File: src/rtl/alu_decode_stage.sv
// RV32I decode stage: turns a fetched instruction into ALU/control fields
// behind a one-entry valid/ready output register, with an illegal counter.
module alu_decode_stage #(
  parameter int CNT_W = 16
) (
  input  logic             clk,
  input  logic             rst,
  input  logic             in_valid,
  output logic             in_ready,
  input  logic [31:0]      in_instr,
  input  logic [31:0]      in_pc,
  input  logic             flush,
  input  logic             ex_ready,
  output logic             ex_valid,
  output logic [3:0]       ex_alu_ctr,
  output logic [1:0]       ex_a_sel,
  output logic             ex_b_sel,
  output logic [31:0]      ex_imm,
  output logic [4:0]       ex_rd,
  output logic [4:0]       ex_rs1,
  output logic [4:0]       ex_rs2,
  output logic             ex_reg_write,
  output logic             ex_mem_read,
  output logic             ex_mem_write,
  output logic             ex_branch,
  output logic [31:0]      ex_pc,
  output logic             ex_illegal,
  output logic [CNT_W-1:0] illegal_cnt
);

  localparam logic [6:0] OP_R   = 7'b0110011;
  localparam logic [6:0] OP_I   = 7'b0010011;
  localparam logic [6:0] OP_LD  = 7'b0000011;
  localparam logic [6:0] OP_ST  = 7'b0100011;
  localparam logic [6:0] OP_BR  = 7'b1100011;
  localparam logic [6:0] OP_LUI = 7'b0110111;
  localparam logic [6:0] OP_AUI = 7'b0010111;
  localparam logic [6:0] OP_JAL = 7'b1101111;
  localparam logic [6:0] OP_JR  = 7'b1100111;

  localparam logic [3:0] A_AND  = 4'b0000;
  localparam logic [3:0] A_OR   = 4'b0001;
  localparam logic [3:0] A_ADD  = 4'b0010;
  localparam logic [3:0] A_SUB  = 4'b0011;
  localparam logic [3:0] A_SLT  = 4'b0100;
  localparam logic [3:0] A_SLL  = 4'b0101;
  localparam logic [3:0] A_SRL  = 4'b0110;
  localparam logic [3:0] A_XOR  = 4'b0111;
  localparam logic [3:0] A_JAL  = 4'b1010;
  localparam logic [3:0] A_JALR = 4'b1011;

  typedef struct packed {
    logic [3:0]  alu;
    logic [1:0]  a_sel;
    logic        b_sel;
    logic [31:0] imm;
    logic [4:0]  rd;
    logic [4:0]  rs1;
    logic [4:0]  rs2;
    logic        rw;
    logic        mr;
    logic        mw;
    logic        br;
    logic        ill;
  } dec_t;

  logic [6:0]  op;
  logic [2:0]  f3;
  logic [6:0]  f7;
  logic [31:0] imm_i;
  logic [31:0] imm_s;
  logic [31:0] imm_b;
  logic [31:0] imm_u;
  logic [31:0] imm_j;
  logic [3:0]  f3_alu;
  logic        bad;
  dec_t        dec_d;
  dec_t        dec_q;
  logic [31:0] pc_q;
  logic        valid_q;
  logic [CNT_W-1:0] cnt_q;
  logic        xfer;

  assign op = in_instr[6:0];
  assign f3 = in_instr[14:12];
  assign f7 = in_instr[31:25];

  assign imm_i = {{20{in_instr[31]}}, in_instr[31:20]};
  assign imm_s = {{20{in_instr[31]}}, in_instr[31:25],
                  in_instr[11:7]};
  assign imm_b = {{19{in_instr[31]}}, in_instr[31], in_instr[7],
                  in_instr[30:25], in_instr[11:8], 1'b0};
  assign imm_u = {in_instr[31:12], 12'b0};
  assign imm_j = {{11{in_instr[31]}}, in_instr[31],
                  in_instr[19:12], in_instr[20],
                  in_instr[30:21], 1'b0};

  // funct3 selects the same operation for R-type and I-type ALU ops
  always_comb begin
    f3_alu = A_ADD;
    unique case (f3)
      3'b000:  f3_alu = A_ADD;
      3'b001:  f3_alu = A_SLL;
      3'b010:  f3_alu = A_SLT;
      3'b100:  f3_alu = A_XOR;
      3'b101:  f3_alu = A_SRL;
      3'b110:  f3_alu = A_OR;
      3'b111:  f3_alu = A_AND;
      default: f3_alu = A_ADD;
    endcase
  end

  always_comb begin
    dec_d     = '0;
    dec_d.rd  = in_instr[11:7];
    dec_d.rs1 = in_instr[19:15];
    dec_d.rs2 = in_instr[24:20];
    bad       = 1'b0;
    unique case (1'b1)
      (op == OP_R): begin
        dec_d.rw  = 1'b1;
        if (f7 == 7'h00 && f3 != 3'b011)
          dec_d.alu = f3_alu;
        else if (f7 == 7'h20 && f3 == 3'b000)
          dec_d.alu = A_SUB;
        else
          bad = 1'b1;
      end
      (op == OP_I): begin
        dec_d.alu   = f3_alu;
        dec_d.b_sel = 1'b1;
        dec_d.rw    = 1'b1;
        dec_d.imm   = imm_i;
        if (f3 == 3'b011)
          bad = 1'b1;
        else if ((f3 == 3'b001 || f3 == 3'b101)
                 && f7 != 7'h00)
          bad = 1'b1;
      end
      (op == OP_LD): begin
        dec_d.alu   = A_ADD;
        dec_d.b_sel = 1'b1;
        dec_d.mr    = 1'b1;
        dec_d.rw    = 1'b1;
        dec_d.imm   = imm_i;
      end
      (op == OP_ST): begin
        dec_d.alu   = A_ADD;
        dec_d.b_sel = 1'b1;
        dec_d.mw    = 1'b1;
        dec_d.imm   = imm_s;
      end
      (op == OP_BR): begin
        dec_d.alu = A_SUB;
        dec_d.br  = 1'b1;
        dec_d.imm = imm_b;
        bad       = f3[2] | f3[1];
      end
      (op == OP_LUI): begin
        dec_d.alu   = A_ADD;
        dec_d.a_sel = 2'b10;
        dec_d.b_sel = 1'b1;
        dec_d.rw    = 1'b1;
        dec_d.imm   = imm_u;
      end
      (op == OP_AUI): begin
        dec_d.alu   = A_ADD;
        dec_d.a_sel = 2'b01;
        dec_d.b_sel = 1'b1;
        dec_d.rw    = 1'b1;
        dec_d.imm   = imm_u;
      end
      (op == OP_JAL): begin
        dec_d.alu   = A_JAL;
        dec_d.a_sel = 2'b01;
        dec_d.b_sel = 1'b1;
        dec_d.rw    = 1'b1;
        dec_d.imm   = imm_j;
      end
      (op == OP_JR): begin
        dec_d.alu   = A_JALR;
        dec_d.b_sel = 1'b1;
        dec_d.rw    = 1'b1;
        dec_d.imm   = imm_i;
        bad         = (f3 != 3'b000);
      end
      default: bad = 1'b1;
    endcase
    // illegal decodes keep register indices but drop all control
    if (bad) begin
      dec_d     = '0;
      dec_d.rd  = in_instr[11:7];
      dec_d.rs1 = in_instr[19:15];
      dec_d.rs2 = in_instr[24:20];
      dec_d.ill = 1'b1;
    end
    if (dec_d.rd == 5'd0)
      dec_d.rw = 1'b0;
  end

  assign in_ready = flush | ~valid_q | ex_ready;
  assign xfer     = in_valid & in_ready & ~flush;

  always_ff @(posedge clk or posedge rst) begin
    if (rst) begin
      valid_q <= 1'b0;
      dec_q   <= '0;
      pc_q    <= '0;
      cnt_q   <= '0;
    end else if (flush) begin
      valid_q <= 1'b0;
    end else if (xfer) begin
      valid_q <= 1'b1;
      dec_q   <= dec_d;
      pc_q    <= in_pc;
      if (dec_d.ill && cnt_q != {CNT_W{1'b1}})
        cnt_q <= cnt_q + CNT_W'(1);
    end else if (ex_ready) begin
      valid_q <= 1'b0;
    end
  end

  assign ex_valid     = valid_q;
  assign ex_alu_ctr   = dec_q.alu;
  assign ex_a_sel     = dec_q.a_sel;
  assign ex_b_sel     = dec_q.b_sel;
  assign ex_imm       = dec_q.imm;
  assign ex_rd        = dec_q.rd;
  assign ex_rs1       = dec_q.rs1;
  assign ex_rs2       = dec_q.rs2;
  assign ex_reg_write = dec_q.rw;
  assign ex_mem_read  = dec_q.mr;
  assign ex_mem_write = dec_q.mw;
  assign ex_branch    = dec_q.br;
  assign ex_illegal   = dec_q.ill;
  assign ex_pc        = pc_q;
  assign illegal_cnt  = cnt_q;

endmodule

File: config.mk
export PLATFORM = sky130hd
export DESIGN_NAME = alu_decode_stage
export DESIGN_NICKNAME = d
export VERILOG_FILES = /design/src/rtl/alu_decode_stage.sv
export SDC_FILE = /design/constraint.sdc
export NUM_CORES = 1
export LEC_CHECK = 0
export CORE_UTILIZATION = 41
export CTS_CLUSTER_DIAMETER = 30
export DETAILED_ROUTE_END_ITERATION = 8
export PLACE_DENSITY = 0.77
export SYNTH_ARGS = -nofsm -noshare
export SYNTH_HDL_FRONTEND = slang
export SYNTH_SLANG_ARGS = --single-unit
File: constraint.sdc
create_clock -name clk -period 3.3 [get_ports clk]
set_input_delay 0.495 -clock clk [delete_from_list [all_inputs] [get_ports clk]]
set_output_delay 0.495 -clock clk [all_outputs]
set_load 0.05 [all_outputs]
==> flow_metrics.py <==
metrics = {
    "logic_synthesis": {
        "synth_edf_count": 0,
        "async_flop_share": 1.00,
        "syn_inst": 533,
        "avgSynthCellArea_um2": 9.19,
        "yosysTopAreaCell": "dfrtp_1",
        "synth_top_cells_by_area": "dfrtp_1 55%, nand2_1 14%, o21ai_0 3.7%, a21oi_1 2.8%, xor2_1 2.5%",
        "netlist_area_um2": 4900,
        "seq_area_frac_synth": 0.552,
        "synth_top_area_share": 0.552,
        "synth_cell_types": 55,
        "ys.flop_type": "dfrtp_1",
        "synth_seq_cells": 108,
        "synth_common_cells": "189 x nand2_1, 108 x dfrtp_1, 36 x o21ai_0, 27 x a21oi_1, 24 x clkbuf_1",
        "yosysMostFrequentCell": "nand2_1",
        "synth_warnings": 0,
        "synth_nets": 603,
    },
    "cts": {
        "clock_latency_ns": 0.35,
        "cts_setup_buffers": 0,
        "numCtsBuffers": 9,
        "root_buffer": "clkbuf_16",
        "h-tree-depth": 3,
        "cts_num_sinks": 108,
        "cts_hold_buf": 0,
        "cts_resized": 0,
        "cts_tree": "built",
        "clock_path_buffers": 2,
        "clk_pin_slew_worst_paths_ns": 0.07,
    },
    "worst_hold_path": {
        "hold_path.class": "flip-flop to flip-flop",
        "worstHoldStart": "ex_rs1[1]",
        "holdPathEnd": "ex_rs1[1]",
        "whs_path_depth": 2,
    },
    "sta": {
        "worst_pin_slew_ns": 1.24,
        "fin_worst_skew_ns": 0.00383,
        "hold_viol": 0,
        "worst_slack_ns": 0.656,
        "post-route-min-period_ns": 2.64,
        "relSlewSlack": 0.165,
        "fin_tns_setup_ns": 0,
        "report.final.slew_viol_count": 0,
        "grt_setup_unrepaired": "no",
        "setup_viol": 0,
        "finalCritPeriodShare": 0.801,
        "clock.fmax_ghz": 0.378,
    },
    "place": {
        "io_buffers": 177,
        "pre_cts_ws_ns": 0.420,
        "gp_congestion": 0.840,
        "dpl.hpwl_mm": 10.3,
    },
    "worst_setup_path": {
        "r2r-start": "illegal_cnt[2]",
        "crit_type": "input port to primary output",
        "cp-end-kind": "primary output",
        "rr_endpoint": "illegal_cnt[1]",
        "cp.required_ns": 2.80,
        "cp_max_fo": 3,
        "crit_arrival_ns": 2.15,
        "rrSetupSlack_ns": 0.82,
        "rr_worst_depth": 6,
        "cp-start-kind": "input port",
    },
    "finish": {
        "fin_nets": 773,
        "area_growth_pct": 45.7,
        "diodes": 0,
        "drive_gt1_frac": 0.0721,
    },
    "grt": {
        "antenna_found_initial": 0,
        "grt_max_degree": 70,
        "grt_pass1_wl_mm": 23.3,
        "grt_pass1_vias": 4445,
        "grt_overflow": 0,
        "grtUsageTotal": 0.240,
    },
    "detailed_routing": {
        "drtPass1Iterations": 6,
        "first_iter_violations": 274,
        "num_vias": 4429,
        "viasPerCell": 5.21,
        "ant_nets": 0,
        "routedWlPerCell_um": 16.5,
        "routed_wl_mm": 14.0,
        "drc": 24,
    },
    "status": {
        "status": "finished, violations left",
        "violations": "design-rule violations",
    },
    "pwr": {
        "power.density_nw_per_um2": 523,
        "peakVddDrop_uv": 303,
        "cellLeakagePower_uw": 0.00322,
    },
    "die": {
        "core-area_um2": 11500,
        "start_util": 0.425,
        "die_height_um": 111,
        "dieArea_um2": 12400,
        "die_x_um": 111,
        "fp-row-count": 39,
        "ios": 178,
    },
    "job": {
        "cap_violations": 0,
    },
}
## per-layer routing
metal | vias up | routed length [um] | track usage
li1 | 2139 | - | -
met1 | 2096 | 6100 | 0.311
met5 | - | 0 | 0
met3 | 23 | 1150 | 0.0722
met4 | 0 | 293 | 0.0847
met2 | 171 | 6490 | 0.381
## area by class of cell
type                            instances  area (um2)
Fill cell                            1003        4380
Sequential cell                       108        2700
Multi-Input combinational cell        383        2010
Timing Repair Buffer                  192        1900
Clock buffer                            9         225
Tap cell                              143         179
Clock inverter                          6        88.8
Inverter                                9        37.5
## power by group
group | switching (uW) | total [uW] | internal (uW)
logic | 692 | 1060 | 365
clock network | 483 | 1150 | 663
registers | 89.9 | 1530 | 1440
## cell usage in the layout, fill, tap and decap left out, drive strengths merged, types with 3 or more instances in the layout
| cell type | count |
|---|---|
| nand2 | 189 |
| clkdlybuf4s50 | 177 |
| dfrtp | 108 |
| o21ai | 37 |
| a21oi | 27 |
| buf | 15 |
| xor2 | 14 |
| nor2 | 13 |
| nor4 | 12 |
| nand3 | 10 |
| nor3 | 10 |
| clkbuf | 9 |
| inv | 9 |
| a22o | 8 |
| nand4 | 6 |
| nand2b | 6 |
| nand3b | 4 |
| a22oi | 4 |
| a211oi | 4 |
| a32o | 3 |
| and2 | 3 |
## worst max-delay path, cell delays in order
cell	delay, ns
clkdlybuf4s50_1	0.41
nand2b_1	0.21
or2_2	0.31
clkdlybuf4s50_1	0.72
## worst max-delay path by stage
stage / start / endpoint / slack (ns) / cells after the start
after floorplan: in_instr[3] / illegal_cnt[10] / 1.19 / 9
after global placement: in_instr[3] / illegal_cnt[1] / 0.39 / 8
after detailed placement: in_instr[25] / illegal_cnt[1] / 0.42 / 8
after CTS: ex_ready / in_ready / 0.66 / 4
after global routing: illegal_cnt[2] / illegal_cnt[1] / 0.50 / 6
final: ex_ready / in_ready / 0.66 / 4
## metrics by stage
| step | utilization | std cells | instance area [um2] | hold slack (ns) | power (uW) |
|---|---|---|---|---|---|
| CTS | 0.620 | 850 | 7140 | 0.479 | 3780 |
| detailed placement | 0.593 | 835 | 6820 | 0.462 | 2620 |
| floorplan | - | 533 | 4900 | 0.600 | 2200 |
| global route | 0.620 | 850 | 7140 | 0.496 | 3900 |
| finish | 0.620 | 850 | 7140 | 0.475 | 3740 |
| global placement | 0.593 | 835 | 6820 | 0.457 | 2600 |
## state kept, by name, indices dropped and copies added, names as in the netlist, 2 cells and up
| register | flops |
|---|---|
| ex_imm | 32 |
| ex_pc | 32 |
| illegal_cnt | 16 |
| ex_rd | 5 |
| ex_rs1 | 5 |
| ex_rs2 | 5 |
| ex_alu_ctr | 4 |
| ex_a_sel | 2 |
## logic make-up (layout without fill, tap and decap cells)
| group | after synthesis | count (layout) | share of synthesized area |
|---|---|---|---|
| AOI/OAI and AO/OA | 97 | 97 | 0.122 |
| xor gates and xnor gates | 16 | 16 | 0.0286 |
| adders and majority gates | 1 | 1 | 0.00255 |
| buffers and inverters | 42 | 216 | 0.0414 |
| DFF | 108 | 108 | 0.552 |
| muxes | 2 | 2 | 0.00460 |
| and+or+nand+nor | 267 | 267 | 0.249 |
Power figures use the tool's default switching activity.
